File: config.mk
export PLATFORM = sky130hd
export DESIGN_NAME = universal_shift_register
export DESIGN_NICKNAME = d
export VERILOG_FILES = /design/src/rtl/universal_shift_register.sv
export SDC_FILE = /design/constraint.sdc
export NUM_CORES = 1
export LEC_CHECK = 0
export ABC_AREA = 1
export CORE_MARGIN = 5
export CORE_UTILIZATION = 43
export CTS_CLUSTER_DIAMETER = 120
export DETAILED_ROUTE_END_ITERATION = 7
export PLACE_DENSITY = 0.76
export SLEW_MARGIN = 10
export SYNTH_ARGS = -nofsm -noshare
export SYNTH_HDL_FRONTEND = slang
export SYNTH_SLANG_ARGS = --single-unit
File: constraint.sdc
create_clock -name clk -period 1.25 [get_ports clk]
set_input_delay 0.1875 -clock clk [delete_from_list [all_inputs] [get_ports clk]]
set_output_delay 0.1875 -clock clk [all_outputs]
set_load 0.02 [all_outputs]
File: src/rtl/universal_shift_register.sv
// Parametrised universal shift register: per-cycle shift/rotate/load/clear modes
// plus a counted burst-shift engine with a busy/done handshake.
module universal_shift_register #(
   parameter int DATA_WIDTH = 8,
   parameter int LEN_WIDTH  = 4
) (
   input  logic                  clk,
   input  logic                  rst,
   input  logic                  en,
   input  logic [2:0]            mode,
   input  logic                  ser_in_msb,
   input  logic                  ser_in_lsb,
   input  logic [DATA_WIDTH-1:0] par_in,
   input  logic                  start,
   input  logic                  burst_dir,
   input  logic [LEN_WIDTH-1:0]  burst_len,
   output logic [DATA_WIDTH-1:0] par_out,
   output logic                  ser_out_lsb,
   output logic                  ser_out_msb,
   output logic                  busy,
   output logic                  done
);

   typedef enum logic {
      IDLE  = 1'b0,
      SHIFT = 1'b1
   } state_t;

   localparam logic [2:0] MODE_HOLD  = 3'b000;
   localparam logic [2:0] MODE_SHR   = 3'b001;
   localparam logic [2:0] MODE_SHL   = 3'b010;
   localparam logic [2:0] MODE_ROTR  = 3'b011;
   localparam logic [2:0] MODE_ROTL  = 3'b100;
   localparam logic [2:0] MODE_LOAD  = 3'b101;
   localparam logic [2:0] MODE_CLEAR = 3'b110;

   localparam logic [LEN_WIDTH-1:0] LEN_ONE = LEN_WIDTH'(1);

   state_t                  state;
   logic [DATA_WIDTH-1:0]   r;
   logic [LEN_WIDTH-1:0]    count;
   logic                    dir;

   logic [DATA_WIDTH-1:0]   shift_right;
   logic [DATA_WIDTH-1:0]   shift_left;
   logic [DATA_WIDTH-1:0]   rotate_right;
   logic [DATA_WIDTH-1:0]   rotate_left;
   logic [DATA_WIDTH-1:0]   mode_next;
   logic [DATA_WIDTH-1:0]   burst_next;

   always_comb begin
      shift_right  = {ser_in_msb, r[DATA_WIDTH-1:1]};
      shift_left   = {r[DATA_WIDTH-2:0], ser_in_lsb};
      rotate_right = {r[0], r[DATA_WIDTH-1:1]};
      rotate_left  = {r[DATA_WIDTH-2:0], r[DATA_WIDTH-1]};
   end

   // Single-cycle mode decode; the reserved code falls through to hold.
   always_comb begin
      mode_next = r;
      case (mode)
         MODE_HOLD:  mode_next = r;
         MODE_SHR:   mode_next = shift_right;
         MODE_SHL:   mode_next = shift_left;
         MODE_ROTR:  mode_next = rotate_right;
         MODE_ROTL:  mode_next = rotate_left;
         MODE_LOAD:  mode_next = par_in;
         MODE_CLEAR: mode_next = '0;
         default:    mode_next = r;
      endcase
   end

   always_comb begin
      burst_next = dir ? shift_left : shift_right;
   end

   // done defaults low every edge so the pulse lasts one cycle even with en low.
   always_ff @(posedge clk or posedge rst) begin
      if (rst) begin
         state <= IDLE;
         r     <= '0;
         count <= '0;
         dir   <= 1'b0;
         busy  <= 1'b0;
         done  <= 1'b0;
      end else begin
         done <= 1'b0;
         if (en) begin
            case (state)
               IDLE: begin
                  if (start) begin
                     if (burst_len != '0) begin
                        dir   <= burst_dir;
                        count <= burst_len;
                        busy  <= 1'b1;
                        state <= SHIFT;
                     end else begin
                        done <= 1'b1;
                     end
                  end else begin
                     r <= mode_next;
                  end
               end
               SHIFT: begin
                  r     <= burst_next;
                  count <= count - LEN_ONE;
                  if (count == LEN_ONE) begin
                     busy  <= 1'b0;
                     done  <= 1'b1;
                     state <= IDLE;
                  end
               end
               default: begin
                  busy  <= 1'b0;
                  state <= IDLE;
               end
            endcase
         end
      end
   end

   assign par_out     = r;
   assign ser_out_lsb = r[0];
   assign ser_out_msb = r[DATA_WIDTH-1];

endmodule

# Word-level counts from Yosys, hierarchy flattened
# Index checks and enable logic that the tools add are counted.
[totals] regBits=16 in_bits=22 output_inout_bits=12 wordCells=45
[classes] addsub=1 n_eq_ne=12 n_mux=20 bitwise=1 reduce_logical=5
[ops] operator="8-bit case mux with 6 select lines" n=1
[ops] operator="8-bit two-way mux" n=2
[ops] operator="8-bit case mux with 2 select lines" n=1
[ops] operator="1-bit two-way mux" n=10
[ops] operator="3-bit equality test, second input constant" n=3
[ops] operator="4-bit two-way mux" n=2
[ops] operator="4-bit case mux with 2 select lines" n=1
[ops] operator="4-bit AND reduction" n=2
[ops] operator="7-bit != test, second input constant" n=1
[ops] operator="3-bit by 2-bit equality test with 1-bit output, second input constant" n=2
[ops] operator="2-bit != test, second input constant" n=3
[ops] operator="1-bit case mux with 2 select lines" n=3
[ops] operator="3-bit AND reduction" n=2
[ops] operator="4-bit by 1-bit equality test with 1-bit output, second input constant" n=1
[ops] operator="4-bit nonzero test" n=1
[ops] operator="4-bit by 1-bit subtractor with 4-bit output, second input constant" n=1
[ops] operator="3-bit by 1-bit equality test with 1-bit output, second input constant" n=1
[ops] operator="2-bit by 1-bit != test with 1-bit output, second input constant" n=1
[ops] operator="1-bit NOT" n=1

# Depth between registers and ports, before layout
# Gate-level depths: netlist of the first run.
[logic_depth] ltp_word=5 ltp_mapped=10 mapped_depth_nobuf=10

# Least setup slack after synthesis of the first run
# Ideal clock, no wire load.
[synth_path] path_type="register to register" startpoint="register state" endpoint="register dir" setup_time_ns=0.129 arrival_ns=1.095 required_ns=1.121 path_slack_ns=0.026 path_stages_with_launch=7 path_buffers=2 synth_period_minus_slack_ns=1.224 path_cell_list="dfrtp_1 buf_2 inv_1 buf_2 nand2_1 nor2_1 o21ai_0"
[synth_between] elab_chain_cells=2
[synth_rtl] item="start: declaration" line_no="39" text="state_t state;"
[synth_rtl] item="start signal: assignment" line_no="80" text="state <= IDLE;"
[synth_rtl] item="start signal: assignment" line_no="96" text="state <= SHIFT;"
[synth_rtl] item="start signal: assignment" line_no="110" text="state <= IDLE;"
[synth_rtl] item="1-bit NOT (no source line)"
[synth_rtl] item="4-bit AND reduction (no source line)"
[synth_rtl] item="end signal: assignment" line_no="93" text="dir <= burst_dir;"
[synth_rtl] item="end: declaration" line_no="42" text="logic dir;"
# Every way passes these cells.
# A chain may end at the register's enable or synchronous reset.

# Worst setup path after layout of the first run
[layout_path] startpoint="register r[7], in the netlist par_out[7]" endpoint="output ser_out_msb"
[layout_rtl] item="start: declaration" line_no="40" text="logic [DATA_WIDTH-1:0] r;"
[layout_rtl] item="start signal: assignment" line_no="101" text="r <= mode_next;"
[layout_rtl] item="start signal: assignment" line_no="105" text="r <= burst_next;"
[layout_rtl] item="end: declaration" line_no="19" text="output logic ser_out_msb,"
# No word-level cell between the ends.

==> impl_metrics.ini, run 1 <==
[die]
core-area_mm2 = 0.00273
core.rowCount = 19
start_util_pct = 44.1
die-area_mm2 = 0.00396
io_pins = 34
die_w_um = 63.0
dieHeight_um = 63.0

[setup_path]
r2r_end = count[2]
crit_chain = dlygate4sd2_1
worstPathRequired_ps = 1060
cp_max_fo = 3
worstPathArrival_ps = 1010
end_kind = output pin
rr_startpoint = count[0]
cpPeakStageDelay_ps = 410
cpMaxStageDelayCell = dfrtp_1
path_buf_inv = 1
startpoint_type = register
cp_top_family = flip-flops
worst-r2r-cell-count = 5
r2r_slack_ps = 60
crit_type = register to output pin

[cts]
htree_levels = 1
cts-root-buf = clkbuf_4
clkTransAtPathRegs_ps = 90
clock_latency_ps = 280
cts.path.max_buffers = 2
hold_buffers = 0
clock_sinks = 16
cts_made_buffers = 3
cts_tree = yes

[finish]
stdcell_count = 278
antenna_cells = 0
layout_commonest_cell = nand2_1
area_delta_synth_final_pct = 46.5
seq_area_um2 = 400
multi_input_area_um2 = 708
finalNetCount = 273
drive_gt1_share_pct = 20.2
final_cell_mix = 74 x nand2_1, 25 x buf_4, 18 x clkdlybuf4s50_1
nFillCells = 258

[global_routing]
overflow = 0
grt_pass1_vias = 1303
grt_usage_pct = 17.1
grt_max_degree = 19
antenna_found_initial = 0
grt_pass1_wl_um = 5660

[power_and_ir_drop]
leakage_nw = 0.933
ir_drop_mv = 1.19
p_per_area_mw_per_mm2 = 1930

[synth]
synth-seq-cells = 16
syn_inst = 191
yosys-top-cells-area = dfrtp_1 33%, nand2_1 23%, nand3_1 6.6%
syn-cell-area_mm2 = 0.00121
synth.largest_area_cell = dfrtp_1
synthDistinctLibCells = 25
yosysWarnings = 0
yosys.area.top_type_share_pct = 33.2
syn_avg_cell_area_um2 = 6.31
synth_nets = 215
ys_seq_area_share_pct = 33.2

[timing]
fin_crit_sh_pct = 95.4
grt_setup_unrepaired = false
drv_slew = 0
tightest_slew_ps = 306
clock_skew_ps = 5.83
hold_ws_ps = 202
maxSlewHeadroom_pct = 79.6
period_minus_slack_ps = 1190
fmax_mhz = 838
setup_viol = 0
hold_violations = 0

[drt]
via_count = 1352
drc = 0
first_pass_iters = 4
wl_per_cell_um = 11.3
drt_iter0_drc = 54
via_per_inst = 4.86
ant_nets = 0
drt-total-wl_um = 3150

[placed_design]
dp_hpwl_um = 2480
gp_congestion = 0.872
dpl.cell_count = 275
io_buffers = 33

[worst_hold_path]
hp-class = input port to async pin

[status]
status = finished clean

[flow_run]
drv_cap = 0
[stage by stage]
stage                     total power [mW]  utilization, %  instance area, µm²  TNS, ps  setup slack [ps]
after floorplan                       2.28               -                1210        0              26.1
after global placement                3.20            64.0                1750    -4220              -418
after detailed placement              3.23            64.0                1750    -4460              -437
after CTS                             3.38            64.1                1750        0              8.41
after global routing                  3.74            64.6                1770        0              4.16
final                                 3.40            64.6                1770        0              57.1
[where the power goes]
group	switching (mW)	internal (mW)
registers	0.153	0.753
clock network	0.154	0.112
logic	1.27	0.963
[cell type report]
cell class	instances	area share (%)
multi-input combinational	149	40.1
clock buffer	3	1.27
tap	31	2.20
timing repair buffer	59	29.5
inverter	20	4.25
sequential	16	22.7
[how the worst max path moves through the flow]
stage | cells after the start | endpoint | start | slack, ps
floorplan | 6 | dir | state | 30
global placement | 9 | par_out[2] | mode[2] | -420
detailed placement | 9 | par_out[6] | mode[2] | -440
CTS | 6 | count[3] | state | 8
global route | 5 | busy | count[1] | 4
finish | 1 | ser_out_msb | par_out[7] | 60
[synth_stat cells, drive strengths merged]
cell / number
nand2: 81
inv: 20
o21ai: 18
dfrtp: 16
nand3: 16
nor2: 14
a21oi: 9
buf: 5
ha: 2
nand4: 2
nor3: 2
o211ai: 2
a31oi: 1
clkbuf: 1
or2: 1
xor2: 1
[sequential cells by signal (all words and copies together) (netlist names)]
signal / cells
par_out: 8
count: 4
busy: 1
dir: 1
done: 1
state: 1
[per-layer routing]
layer  track usage, %  routed length, µm  part of all wire (%)  vias up
met5                0                  0                     0        -
met1             22.8               1510                    48      592
met3             3.42                178                   5.7        2
li1                 -                  -                     -      724
met2             27.6               1450                    46       34
met4             5.04                 12                  0.38        0
[worst min-delay path, delay by kind of cell]
kind                   cells  cell delay, ps
buffers and inverters      3             670
[cell families after synthesis]
| group | share of synthesized area (%) |
|---|---|
| flip-flops | 33.2 |
| buffers and inverters | 9.02 |
| AO/OA/AOI/OAI | 13.9 |
| adder cells (fa/ha/maj) | 2.07 |
| AND/OR/NAND/NOR | 41.1 |
| XOR/XNOR | 0.726 |
[what timing repair did]
action | 4_1_cts | 5_1_grt
setup buffers | 0 | 0
pin swaps | 0 | 1
gates resized for setup | 15 | 8
endpoints found under the setup margin | 20 | 7
No activity file was read; power rests on OpenSTA's default activity.
==> run 2, diff against run 1 <==
- TNS_END_PERCENT: unset -> 20
==> run 2 against run 1 <==
  * Via count is the same
  * Clock-buffer cell count is the same
  * Utilization shrank 0.091 points
  * Cell count is the same
  * Critical path depth stayed put
  * Worst hold slack unchanged
  * Wire length about the same
  * Sequential cell count is the same
  * Combinational power barely moved
  * Global-route usage unchanged
  * Cell area decreased by 0.14%
  * Largest cell class unchanged
  * Highest routed layer unchanged
==> impl_metrics.ini, run 2 (synthesized netlist as in run 1, its figures left out) <==
[finish]
area_delta_synth_final_pct = 46.3
largest_register_ffs = 8
antenna_cells = 0
final_cell_mix = 74 x nand2_1, 25 x buf_4, 18 x clkdlybuf4s50_1
design_area_mm2 = 0.00176
drive_gt1_share_pct = 20.2
stdcell_count = 278
layout_commonest_cell = nand2_1
finalNetCount = 273

[power_and_ir_drop]
intPower_mw = 1.82
p_comb_share_pct = 65.5
p_per_area_mw_per_mm2 = 1920
clkPwrFrac_pct = 7.8
switching_share_pct = 46.3
leakage_nw = 0.937
power_frac_seq_pct = 26.6
ir_drop_mv = 1.19
p_switching_mw = 1.57

[cts]
cts_made_buffers = 3
htree_levels = 1
hold_buffers = 0
cts-root-buf = clkbuf_4
cts.path.max_buffers = 2
clock_latency_ps = 280
clock_sinks = 16
cts_tree = yes
clkTransAtPathRegs_ps = 90
post-cts-setup-buffers = 0

[global_routing]
grt_max_degree = 19
antenna_found_initial = 0
overflow = 0
grt_pass1_wl_um = 5660
grt_pass1_vias = 1303
grt_usage_pct = 17.1

[die]
core-area_mm2 = 0.00273
die_w_um = 63.0
core.rowCount = 19
io_pins = 34
dieHeight_um = 63.0
die-area_mm2 = 0.00396
start_util_pct = 44.1

[setup_path]
end_kind = output pin
worst-r2r-cell-count = 5
startpoint_type = register
cp_top_family = flip-flops
cpMaxStageDelayCell = dfrtp_1
crit_chain = dlygate4sd2_1
path_buf_inv = 1
crit_type = register to output pin
cpPeakStageDelay_ps = 410
cp_max_fo = 3
worstPathArrival_ps = 1010
crit_cells = 1
worstPathRequired_ps = 1060

[drt]
drt-total-wl_um = 3150
via_count = 1352
via_per_inst = 4.86
drt_iter0_drc = 54
wl_per_cell_um = 11.3
first_pass_iters = 4
drc = 0
ant_nets = 0

[timing]
fin_crit_sh_pct = 95.7
drv_slew = 0
period_minus_slack_ps = 1200
fmax_mhz = 836
setup_tns_ps = 0
hold_violations = 0
setup_viol = 0
clock_skew_ps = 5.83
tightest_slew_ps = 306
maxSlewHeadroom_pct = 79.6
grt_setup_unrepaired = true

[worst_hold_path]
hp-class = input port to async pin

[placed_design]
io_buffers = 33
gp_congestion = 0.872
dpl.cell_count = 275
dp_hpwl_um = 2480
postPlaceCellArea_mm2 = 0.00175

[status]
status = finished clean

[flow_run]
drv_cap = 0
[run 2: changes by cell type in the layout (fill, tap and decap cells not counted)]
cell / before / now
clkdlybuf4s15_1: 2 / 0
dlygate4sd2_1: 13 / 15
[run 2: timing repair]
action / in CTS / in global routing
gates resized for setup: 15 / 6
pin swaps: 0 / 0
setup endpoints to repair: 20 / 7
[run 2: worst reg2reg max path, cell delays in order, from the launching register on]
cell	delay [ps]
dfrtp_1	400
inv_2	60
ha_2	180
or2_2	280
nand3_1	80
a31oi_1	80
[run 2: power by group through the flow]
stage / logic (mW) / clock network, mW / registers (mW)
6_report: 2.22 / 0.265 / 0.905
5_1_grt: 2.49 / 0.307 / 0.935
4_1_cts: 2.20 / 0.281 / 0.901
3_5_place_dp: 2.31 / 0 / 0.917
3_3_place_gp: 2.29 / 0 / 0.912
2_1_floorplan: 1.16 / 0 / 1.11
[run 2: cell type report]
cell class / instances / area (µm²)
Multi-Input combinational cell: 149 / 708
Inverter: 20 / 75.1
Clock buffer: 3 / 22.5
Sequential cell: 16 / 400
Timing Repair Buffer: 59 / 519
Tap cell: 31 / 38.8
Fill cell: 260 / 970
[run 2: per-stage QoR]
step / util, % / power, mW / hold WS (ps) / worst slack, ps
2_1_floorplan: - / 2.28 / 101 / 26.1
3_3_place_gp: 64.0 / 3.20 / 488 / -418
3_5_place_dp: 64.0 / 3.23 / 508 / -437
4_1_cts: 64.1 / 3.38 / 204 / 8.41
5_1_grt: 64.5 / 3.74 / 207 / -7.16
6_report: 64.5 / 3.39 / 202 / 54.3
[run 2: metal layers]
layer  vias to the layer above  GRT usage, %  share of wire, %
met2                        34          27.6                46
met4                         0          5.04              0.38
met5                         -             0                 0
li1                        724             -                 -
met1                       592          22.8                48
met3                         2          3.42               5.5
[run 2: final timing paths]
| check | from | to | slack, ps |
|---|---|---|---|
| setup / recovery | par_out[0] | par_out[0] | 50 |
| hold / removal | rst | par_out[2] | 200 |
| setup reg to reg | count[0] | count[2] | 60 |
| hold reg to reg | busy | busy | 530 |
| max in group asynchronous | rst | par_out[7] | 850 |
| min in group clk | burst_dir | dir | 470 |
